<file path="src/rtl/pong_pkg.sv">
// Shared definitions between the switch front end and the light-pong game core:
// LED count, index width and the lowest-set-bit encoder used to pick a strike.
package pong_pkg;

  localparam int NUM_LEDS  = 16;
  localparam int LED_IDX_W = 4;

  typedef struct packed {
    logic [NUM_LEDS-1:0]  onehot;
    logic [LED_IDX_W-1:0] idx;
  } strike_t;

  // Scans from the top down so the lowest set bit is the last one written.
  function automatic strike_t lowest_set_bit(input logic [NUM_LEDS-1:0] vec);
    strike_t r;
    r = '0;
    for (int i = NUM_LEDS - 1; i >= 0; i--) begin
      if (vec[i]) begin
        r.onehot    = '0;
        r.onehot[i] = 1'b1;
        r.idx       = LED_IDX_W'(i);
      end
    end
    return r;
  endfunction

endpackage

</file>
<file path="src/rtl/switch_debounce.sv">
// One switch bit: two-flop synchronizer followed by a tick-driven debounce counter
// that flips the clean level after STABLE_TICKS consecutive disagreeing ticks.
module switch_debounce #(
  parameter int STABLE_TICKS = 10
) (
  input  logic clk_i,
  input  logic reset_i,
  input  logic tick_i,
  input  logic sw_i,
  output logic level_o
);

  localparam int CNT_W = (STABLE_TICKS > 1) ? $clog2(STABLE_TICKS) : 1;
  localparam logic [CNT_W-1:0] CNT_LAST = CNT_W'(STABLE_TICKS - 1);

  logic             sync1_q;
  logic             sync2_q;
  logic             level_q;
  logic             level_d;
  logic [CNT_W-1:0] cnt_q;
  logic [CNT_W-1:0] cnt_d;

  always_comb begin
    level_d = level_q;
    cnt_d   = cnt_q;
    if (sync2_q == level_q) begin
      cnt_d = '0;
    end else if (tick_i) begin
      if (cnt_q == CNT_LAST) begin
        level_d = ~level_q;
        cnt_d   = '0;
      end else begin
        cnt_d = cnt_q + CNT_W'(1);
      end
    end
  end

  // sync stage 1 -> sync stage 2 -> debounced level
  always_ff @(posedge clk_i) begin
    if (reset_i) begin
      sync1_q <= 1'b0;
      sync2_q <= 1'b0;
      level_q <= 1'b0;
      cnt_q   <= '0;
    end else begin
      sync1_q <= sw_i;
      sync2_q <= sync1_q;
      level_q <= level_d;
      cnt_q   <= cnt_d;
    end
  end

  assign level_o = level_q;

endmodule

</file>
<file path="src/rtl/pong_input_frontend.sv">
// Player switch front end: debounces 16 slide switches into the player level vector
// and turns debounced rising edges into one-hot strike events over valid/ready.
module pong_input_frontend
  import pong_pkg::*;
#(
  parameter int TICK_DIV      = 100000,
  parameter int STABLE_TICKS  = 10,
  parameter int HOLDOFF_TICKS = 50
) (
  input  logic                 clk,
  input  logic                 reset,
  input  logic [NUM_LEDS-1:0]  sw,
  output logic [NUM_LEDS-1:0]  player,
  output logic [NUM_LEDS-1:0]  strike,
  output logic [LED_IDX_W-1:0] strike_idx,
  output logic                 strike_valid,
  input  logic                 strike_ready,
  output logic                 drop,
  output logic                 multi
);

  localparam int TICK_W = (TICK_DIV > 1) ? $clog2(TICK_DIV) : 1;
  localparam int ARM_W  = $clog2(STABLE_TICKS + 2);
  localparam int HOLD_W = (HOLDOFF_TICKS > 0) ? $clog2(HOLDOFF_TICKS + 1) : 1;

  localparam logic [TICK_W-1:0] TICK_LAST  = TICK_W'(TICK_DIV - 1);
  localparam logic [ARM_W-1:0]  ARM_LAST   = ARM_W'(STABLE_TICKS);
  localparam logic [HOLD_W-1:0] HOLD_RELOAD = HOLD_W'(HOLDOFF_TICKS);

  logic [TICK_W-1:0]    tick_cnt_q, tick_cnt_d;
  logic [ARM_W-1:0]     arm_cnt_q, arm_cnt_d;
  logic                 armed_q, armed_d;
  logic [NUM_LEDS-1:0]  player_q;
  logic [NUM_LEDS-1:0]  strike_q, strike_d;
  logic [LED_IDX_W-1:0] idx_q, idx_d;
  logic                 valid_q, valid_d;
  logic [HOLD_W-1:0]    hold_q, hold_d;
  logic                 drop_q, drop_d;
  logic                 multi_q, multi_d;

  logic                 tick;
  logic [NUM_LEDS-1:0]  rise;
  strike_t              lsb;
  logic                 accept;
  logic                 can_capture;

  assign tick = (tick_cnt_q == TICK_LAST);

  for (genvar g = 0; g < NUM_LEDS; g++) begin : g_bit
    switch_debounce #(
      .STABLE_TICKS(STABLE_TICKS)
    ) u_debounce (
      .clk_i   (clk),
      .reset_i (reset),
      .tick_i  (tick),
      .sw_i    (sw[g]),
      .level_o (player[g])
    );
  end

  always_comb begin
    rise        = player & ~player_q;
    lsb         = lowest_set_bit(rise);
    accept      = valid_q & strike_ready;
    can_capture = armed_q & ~valid_q & (hold_q == '0);

    tick_cnt_d = tick ? '0 : tick_cnt_q + TICK_W'(1);

    // Arming waits STABLE_TICKS+1 ticks so switches already up at power-up settle silently.
    arm_cnt_d = arm_cnt_q;
    armed_d   = armed_q;
    if (tick && !armed_q) begin
      if (arm_cnt_q == ARM_LAST) armed_d = 1'b1;
      else                       arm_cnt_d = arm_cnt_q + ARM_W'(1);
    end

    hold_d = hold_q;
    if (accept)                      hold_d = HOLD_RELOAD;
    else if (tick && hold_q != '0)   hold_d = hold_q - HOLD_W'(1);

    valid_d  = valid_q;
    strike_d = strike_q;
    idx_d    = idx_q;
    if (accept) begin
      valid_d  = 1'b0;
      strike_d = '0;
      idx_d    = '0;
    end

    // can_capture excludes valid_q, so a rise in the acceptance cycle lands in drop.
    drop_d = 1'b0;
    if (rise != '0) begin
      if (can_capture) begin
        valid_d  = 1'b1;
        strike_d = lsb.onehot;
        idx_d    = lsb.idx;
      end else begin
        drop_d = 1'b1;
      end
    end

    multi_d = (rise & (rise - NUM_LEDS'(1))) != '0;
  end

  // edge-detect / capture / handshake stage
  always_ff @(posedge clk) begin
    if (reset) begin
      tick_cnt_q <= '0;
      arm_cnt_q  <= '0;
      armed_q    <= 1'b0;
      player_q   <= '0;
      strike_q   <= '0;
      idx_q      <= '0;
      valid_q    <= 1'b0;
      hold_q     <= '0;
      drop_q     <= 1'b0;
      multi_q    <= 1'b0;
    end else begin
      tick_cnt_q <= tick_cnt_d;
      arm_cnt_q  <= arm_cnt_d;
      armed_q    <= armed_d;
      player_q   <= player;
      strike_q   <= strike_d;
      idx_q      <= idx_d;
      valid_q    <= valid_d;
      hold_q     <= hold_d;
      drop_q     <= drop_d;
      multi_q    <= multi_d;
    end
  end

  assign strike       = strike_q;
  assign strike_idx   = idx_q;
  assign strike_valid = valid_q;
  assign drop         = drop_q;
  assign multi        = multi_q;

endmodule

</file>
<file path="config.mk">
export PLATFORM = sky130hd
export DESIGN_NAME = pong_input_frontend
export DESIGN_NICKNAME = d
export VERILOG_FILES = /design/src/rtl/pong_pkg.sv /design/src/rtl/switch_debounce.sv /design/src/rtl/pong_input_frontend.sv
export SDC_FILE = /design/constraint.sdc
export NUM_CORES = 1
export LEC_CHECK = 0
export CAP_MARGIN = 20
export CORE_MARGIN = 3
export CORE_UTILIZATION = 63
export DETAILED_ROUTE_END_ITERATION = 12
export GPL_TIMING_DRIVEN = 0
export PLACE_DENSITY = 0.85
export SETUP_SLACK_MARGIN = 0.15
export SYNTH_ARGS = -nofsm -noshare
export SYNTH_HDL_FRONTEND = slang
export SYNTH_HIERARCHICAL = 1
export SYNTH_SLANG_ARGS = --single-unit
</file>
<file path="constraint.sdc">
create_clock -name clk -period 12.1 [get_ports clk]
set_clock_uncertainty 0.05 [all_clocks]
set_input_delay 3.63 -clock clk [delete_from_list [all_inputs] [get_ports clk]]
set_output_delay 3.63 -clock clk [all_outputs]
set_load 0.05 [all_outputs]
</file>
* After elaboration in Yosys (flattened, before gate mapping) *
Index checks and enable logic that the tools add are counted.

storage, ports and cells
  register bits = 179
  bits of input ports = 19
  logic and storage cells = 259

operators by class
  add/subtract/negate cells = 20
  equal/unequal tests = 34
  muxes and demuxes = 44
  bitwise gates (word level) = 41
  reduce and logical (&&, ||, !) cells = 45

operators by type and width
  kind                                                count
  two-way mux 20 bit                                  16
  two-way mux 4 bit                                   19
  adder 4 x 1 -> 4 bit, second input constant         17
  == test 4 bit, second input constant                17
  two-way mux 16 bit                                  3
  AND reduction 3 bit                                 16
  OR reduction 2 bit                                  19
  inverter 1 bit                                      35
  AND 16 bit                                          2
  nonzero test 16 bit                                 2
  adder 17 x 1 -> 17 bit, second input constant       1
  == test 17 bit, second input constant               1
  == test 1 bit                                       16
  inverter 16 bit                                     1
  subtractor 16 x 1 -> 16 bit, second input constant  1
  two-way mux 6 bit                                   2
  logical NOT 6 bit                                   1
  nonzero test 6 bit                                  1
  subtractor 6 x 1 -> 6 bit, second input constant    1
  two-way mux 1 bit                                   4
  AND reduction 2 bit                                 2
  AND 1 bit                                           3
  logical AND 1 bit                                   2
  nonzero test 2 bit                                  1
  logical NOT 1 bit                                   1

* Longest topological paths before layout *
Gate-level depths: netlist of run 1.

  depth in word-level cells = 20
  gate-level depth with buffers = 9
  depth with buffers taken out = 7

* By module *
The synthesis of run 1 kept the hierarchy.

by module, submodules not included
  module               instances  cells each  area each (µm²)  seq. area each (µm²)
  switch_debounce      16         31          312.8            140.1
  pong_input_frontend  1          357         3061.7           1341.3

* Worst setup path before layout of run 1 *
OpenSTA, ideal clock, no wires.

  path kind = flip-flop to flip-flop
  start point = register tick_cnt_q[14]
  end point = register g_bit[0].u_debounce.cnt_q[1]
  setup time = 0.066 ns
  data arrival time = 7.966 ns
  required time = 11.984 ns
  path slack = 4.018 ns
  cell stages (with the launch flop) = 7
  clock period less this slack = 8.082 ns
  path through = dfxtp_1 > nor4b_1 > nand2_1 > nor4_1 > nand2_2 > a211o_1 > a21oi_2

on the way
  longest elaborated chain between the ends = 1

ends and longest elaborated chain
  item                    line                        text
  start, declared         pong_input_frontend.sv:30   logic [TICK_W-1:0] tick_cnt_q, tick_cnt_d;
  start signal, assigned  pong_input_frontend.sv:119  tick_cnt_q <= tick_cnt_d;
  == test 17 bit          pong_input_frontend.sv:47   assign tick = (tick_cnt_q == TICK_LAST);
  net tick                pong_input_frontend.sv:41   logic tick;
  end signal, assigned    switch_debounce.sv:49       cnt_q <= cnt_d;
  end, declared           switch_debounce.sv:20       logic [CNT_W-1:0] cnt_q;

The timed path passes the listed nets, and every way through them passes these cells.
A chain may end at the register's enable or synchronous reset.

* Final worst setup path of run 1 *
  start point = register g_bit[9].u_debounce.level_q
  end point = output player[9]

RTL lines
  item                    line                       text
  start, declared         switch_debounce.sv:18      logic level_q;
  start signal, assigned  switch_debounce.sv:48      level_q <= level_d;
  end, declared           pong_input_frontend.sv:13  output logic [NUM_LEDS-1:0] player,

No word-level cell between the ends.

==> flow_summary.json, run 1 <==
{
  "clock_latency_ps": 430,
  "initial_core_util": 0.6579,
  "firstDrtPassIters": 5,
  "slowest_stage": "clkdlybuf4s50_1",
  "cts_tree": "done",
  "syn_inst": 853,
  "place_ws_ps": 6319,
  "ys_ff_latch": 179,
  "core_mm2": 0.01226,
  "path_class": "flip-flop to output port",
  "hold_ws_ps": 394.1,
  "clk_pin_slew_ps": 70,
  "path_buf_inv": 1,
  "cp_max_fo": 6,
  "clockBufferDepth": 2,
  "post_drt_wl_per_cell_um": 14.87,
  "grt.total_usage": 0.2433,
  "setup_viol": 0,
  "final_common_cell": "dfxtp_1",
  "crit_chain": "clkdlybuf4s50_1",
  "crit_family": "buffers and inverters",
  "postLayoutCoreUtil": 0.7787,
  "port_buffers": 57,
  "cts_max_level": 4,
  "cts_resized": 0,
  "syn_area_per_cell_um2": 9.457,
  "multi_input_area_mm2": 0.004320,
  "cts_setup_buffers": 0,
  "numClockSinks": 179,
  "fin_setup_tns_ps": 0,
  "netlist_area_mm2": 0.008066,
  "drt_iter0_markers": 423,
  "num-nets-final": 961,
  "ant_nets": 0,
  "final_cell_mix": "dfxtp_1 (179), nor2b_1 (93), nor2_1 (74), nand2b_1 (64), clkdlybuf4s50_1 (56)",
  "p_per_area_mw_per_mm2": 125.2,
  "grt_remaining_overflow": 0,
  "highest_layer": "met4",
  "rsz0062_at_grt": "false",
  "yosysWarnings": 6,
  "status": "finished clean",
  "drv_slew": 0,
  "hold_class": "flip-flop to flip-flop",
  "drt_wl_total_mm": 16.63,
  "maxCapViolations": 0,
  "crit_arrival_ps": 1780,
  "synth-edff-count": 0,
  "hold_viol": 0,
  "max_clock_freq_mhz": 183.2,
  "grt_first_pass_wirelength_mm": 28.40,
  "synth-async-reset-ratio": 0,
  "post-route-min-period_ps": 5458,
  "fp-row-count": 40,
  "wl_met2_mm": 8.426,
  "seqCellArea_mm2": 0.003583,
  "grt_max_degree": 67,
  "drive_gt1_frac": 0.1074,
  "hpwl_mm": 11.73,
  "period_share": 0.4511,
  "clockRootBuffer": "clkbuf_16",
  "p_leak_uw": 0.003222,
  "num_antenna_cells": 0,
  "dpl_cell_area_mm2": 0.008925,
  "synthDistinctLibCells": 49,
  "met1Wirelength_mm": 7.203,
  "via_count": 6268,
  "post-route-cell-area_mm2": 0.009548,
  "area_growth_pct": 18.37,
  "endpoint_kind": "output port",
  "fin_ws_ps": 6642,
  "fillCellCount": 834,
  "synthFlopType": "dfxtp_1",
  "wl_met3_um": 696,
  "start_kind": "flip-flop",
  "viasPerCell": 5.606,
  "tightest_slew_ps": 1181,
  "antenna_found_initial": 0,
  "critPathMaxStageDelay_ps": 860,
  "ir_drop_mv": 0.09937,
  "crit_required_ps": 8420,
  "cts_hold_repair.buffers": 0,
  "die_x_um": 119.2,
  "dieHeight_um": 119.2,
  "seq_area_frac_synth": 0.4442,
  "first_global_vias": 6232,
  "place_congestion": 0.9273,
  "cts_buffers": 17,
  "remaining_drc_errors": 0,
  "max_slew_margin": 0.2058,
  "dieArea_mm2": 0.01420,
  "syn_nets": 877,
  "io_pins": 58
}
flip-flops by register name, summed over array words and instances (netlist names):
name and flops:
arm_cnt_q 4, armed_q 1, drop 1, g_bit.u_debounce/cnt_q 64, g_bit.u_debounce/level_o 16, g_bit.u_debounce/sync1_q 16
g_bit.u_debounce/sync2_q 16, hold_q 6, multi 1, player_q 16, strike 16, strike_idx 4
strike_valid 1, tick_cnt_q 17
cell usage after synthesis, drive strengths merged, types with 5 or more instances:
cell type / instances / area [um^2]
dfxtp: 179 / 3583
nor2b: 95 / 609.3
nor2: 74 / 277.8
nand2b: 64 / 400.4
nand2: 58 / 257.8
a21oi: 57 / 349.1
nand3: 48 / 245.2
o21ai: 43 / 215.2
xnor2: 38 / 332.8
xor2: 31 / 271.5
inv: 21 / 78.83
and4b: 17 / 170.2
nor4b: 17 / 389.1
a211o: 16 / 140.1
mux2i: 16 / 160.2
nand4: 11 / 68.82
nor3: 10 / 50.05
buf: 8 / 67.57
clkbuf: 6 / 22.52
a211oi: 5 / 37.54
ha: 5 / 62.56
routing by layer:
layer,track usage,vias up
li1,-,3093
met1,0.2867,2986
met2,0.4249,158
met3,0.05983,31
met4,0.09486,0
met5,0,-
area by class of cell:
class                   count  share of cell area
repair buffers             65             0.06723
multi-input cells         639              0.4525
clock buffers              21             0.04927
clock inverters            11             0.01599
well taps                 168             0.02202
inverters                  21            0.008256
plain buffers              14            0.009435
flip-flops and latches    179              0.3753
power by group:
part,leakage [uW],internal (uW),switching (uW),total [uW]
combinational,0.00149,13.4,13.5,26.9
clock,0.000284,342,229,571
sequential,0.00145,595,2.90,598
total,0.00322,950,245,1200
final timing paths:
path / start / endpoint / slack [ps] / cells after the start
worst min register to register: g_bit[13].u_debounce/sync1_q$_SDFF_PP0_ / g_bit[13].u_debounce/sync2_q$_SDFF_PP0_ / 390 / 1
worst min-delay path: g_bit[13].u_debounce/sync1_q$_SDFF_PP0_ / g_bit[13].u_debounce/sync2_q$_SDFF_PP0_ / 390 / 1
worst max register to register: tick_cnt_q[15]$_SDFF_PP0_ / g_bit[15].u_debounce/level_o$_SDFFE_PP0P_ / 8550 / 10
worst max-delay path: g_bit[9].u_debounce/level_o$_SDFFE_PP0P_ / player[9] / 6640 / 1
cells by family after synthesis:
family | Yosys count | share of synthesized area
buf+inv | 35 | 0.02094
mux | 16 | 0.01985
simple gates | 415 | 0.3273
compound gates | 132 | 0.1025
flops | 179 | 0.4442
xor+xnor | 69 | 0.07492
fa+ha+maj | 7 | 0.01024
worst reg2reg max path, stage by stage, from the launching register on:
cell and delay [ps]:
dfxtp_1 360, nor4bb_1 420, nand2_1 120, nor4_2 1030, buf_4 350, buf_4 200
buf_4 210, buf_6 160, nand2_2 90, nor4b_4 290, mux2i_1 200
metrics by stage:
step	total power [uW]	instances
4_1_cts	1202	1118
3_5_place_dp	637.5	1086
3_3_place_gp	636.3	1078
6_report	1195	1118
5_1_grt	1230	1118
2_1_floorplan	624.3	853
Power figures use the tool's default switching activity.
==> run 2: changes to the inputs <==
--- a/config.mk
+++ b/config.mk
@@ -7,10 +7,10 @@
 export LEC_CHECK = 0
 export CAP_MARGIN = 20
 export CORE_MARGIN = 3
-export CORE_UTILIZATION = 63
+export CORE_UTILIZATION = 53
 export DETAILED_ROUTE_END_ITERATION = 12
 export GPL_TIMING_DRIVEN = 0
-export PLACE_DENSITY = 0.85
+export PLACE_DENSITY = 0.76
 export SETUP_SLACK_MARGIN = 0.15
 export SYNTH_ARGS = -nofsm -noshare
 export SYNTH_HDL_FRONTEND = slang
==> constraint.sdc (replaced) <==
create_clock -name clk -period 4.9 [get_ports clk]
set_clock_uncertainty 0.05 [all_clocks]
set_input_delay 1.47 -clock clk [delete_from_list [all_inputs] [get_ports clk]]
set_output_delay 1.47 -clock clk [all_outputs]
set_load 0.05 [all_outputs]
==> flow_summary.json, run 2 (same netlist as run 1, synthesis figures left out) <==
{
  "drt_iter0_markers": 322,
  "firstDrtPassIters": 5,
  "max_slew_margin": 0.4687,
  "via_count": 6040,
  "cp_max_fo": 6,
  "regMostFlops": "g_bit.u_debounce/cnt_q",
  "final_common_cell": "dfxtp_1",
  "hold_class": "flip-flop to flip-flop",
  "grt.total_usage": 0.1974,
  "port_buffers": 57,
  "fillCellCount": 1205,
  "path_buf_inv": 1,
  "p_per_area_mw_per_mm2": 303.7,
  "r2r_end": "g_bit[11].u_debounce/level_o$_SDFFE_PP0P_",
  "initial_core_util": 0.5488,
  "cts_max_level": 4,
  "cts_resized": 0,
  "clk_pin_slew_ps": 70,
  "slowest_stage": "clkdlybuf4s50_1",
  "num-nets-final": 958,
  "numClockSinks": 179,
  "start_kind": "flip-flop",
  "fp-row-count": 44,
  "path_depth": 1,
  "p_leak_uw": 0.003232,
  "remaining_drc_errors": 0,
  "r2r_setup_slack_ps": 2020,
  "critPathMaxStageDelay_ps": 870,
  "fin_setup_tns_ps": 0,
  "drt_wl_total_mm": 15.67,
  "viasPerCell": 5.340,
  "first_global_vias": 5574,
  "core_mm2": 0.01470,
  "max_clock_freq_mhz": 301.5,
  "post-route-min-period_ps": 3317,
  "dp_cells": 1099,
  "rsz0062_at_grt": "false",
  "clockBufferDepth": 2,
  "grt_first_pass_wirelength_mm": 26.68,
  "grt_max_degree": 53,
  "crit_start": "g_bit[4].u_debounce/level_o$_SDFFE_PP0P_",
  "num_antenna_cells": 0,
  "period_share": 0.6769,
  "maxCapViolations": 0,
  "drive_gt1_frac": 0.1056,
  "crit_end": "player[4]",
  "endpoint_kind": "output port",
  "r2r-start": "tick_cnt_q[7]$_SDFF_PP0_",
  "antenna_found_initial": 0,
  "clockRootBuffer": "clkbuf_16",
  "post_drt_wl_per_cell_um": 13.85,
  "io_pins": 58,
  "dieArea_mm2": 0.01674,
  "cts_setup_buffers": 0,
  "hpwl_mm": 10.86,
  "hold_ws_ps": 385.1,
  "rr_worst_depth": 8,
  "path_class": "flip-flop to output port",
  "drv_slew": 0,
  "tightest_slew_ps": 791.0,
  "crit_arrival_ps": 1800,
  "final_cell_mix": "dfxtp_1 (179), nor2b_1 (93), nor2_1 (74), nand2b_1 (64), clkdlybuf4s50_1 (56)",
  "cts_tree": "done",
  "cts_buffers": 17,
  "finalPower_uw": 2899,
  "instances_no_fill": 1131,
  "crit_chain": "clkdlybuf4s50_1",
  "cts_hold_repair.buffers": 0,
  "crit_family": "buffers and inverters",
  "ant_nets": 0,
  "die_x_um": 129.4,
  "top_regs": "g_bit.u_debounce/cnt_q x64, tick_cnt_q x17",
  "ir_drop_mv": 0.2641,
  "hold_viol": 0,
  "status": "finished clean",
  "clock_latency_ps": 440,
  "setup_viol": 0,
  "dieHeight_um": 129.4,
  "crit_required_ps": 3380,
  "place_congestion": 0.8712,
  "largest_register_ffs": 64,
  "grt_remaining_overflow": 0,
  "area_growth_pct": 18.33
}
==> run 2: changes by cell type in the layout (fill, tap and decap cells not counted), moves of 2 or more <==
cell        before  now
buf_4            7    1
clkinv_2         0    4
clkinvlp_4       6    3
inv_6            0    2
buf_8            0    2
==> run 2: report_power, final <==
part	internal, uW	switching [uW]
combinational	33.0	33.1
clock	791	566
sequential	1470	6.52
total	2290	606
==> run 2: per-layer routing <==
layer	track usage	up-vias	part of all wire
met5	0	-	0
met3	0.04740	24	0.042
met4	0.07659	0	0.019
li1	-	3105	-
met2	0.3088	121	0.46
met1	0.2650	2790	0.48
==> run 2: cell type report <==
class / instances / area (um^2) / share of cell area
plain buffers: 14 / 90.09 / 0.009438
flip-flops and latches: 179 / 3583 / 0.3754
repair buffers: 62 / 638.1 / 0.06685
inverters: 21 / 78.83 / 0.008258
well taps: 184 / 230.2 / 0.02412
multi-input cells: 639 / 4329 / 0.4535
clock inverters: 12 / 128.9 / 0.01350
clock buffers: 20 / 466.7 / 0.04889
==> run 2: worst min-delay path by stage <==
stage	to	cells after the start	slack [ps]	startpoint
CTS	g_bit[7].u_debounce/sync2_q$_SDFF_PP0_	1	390	g_bit[7].u_debounce/sync1_q$_SDFF_PP0_
detailed placement	g_bit[7].u_debounce/sync2_q$_SDFF_PP0_	1	370	g_bit[7].u_debounce/sync1_q$_SDFF_PP0_
global route	g_bit[13].u_debounce/sync2_q$_SDFF_PP0_	1	410	g_bit[13].u_debounce/sync1_q$_SDFF_PP0_
finish	g_bit[7].u_debounce/sync2_q$_SDFF_PP0_	1	390	g_bit[7].u_debounce/sync1_q$_SDFF_PP0_
global placement	g_bit[15].u_debounce/sync2_q$_SDFF_PP0_	1	370	g_bit[15].u_debounce/sync1_q$_SDFF_PP0_
floorplan	tick_cnt_q[0]$_SDFF_PP0_	1	360	tick_cnt_q[0]$_SDFF_PP0_
==> run 2: per-stage QoR <==
stage / setup WS (ps) / util / area (um^2)
floorplan: 1076 / - / 8082
global route: 1537 / 0.6494 / 9545
global placement: -470.3 / 0.6043 / 8882
CTS: 1566 / 0.6494 / 9545
finish: 1583 / 0.6494 / 9545
detailed placement: 1315 / 0.6089 / 8950
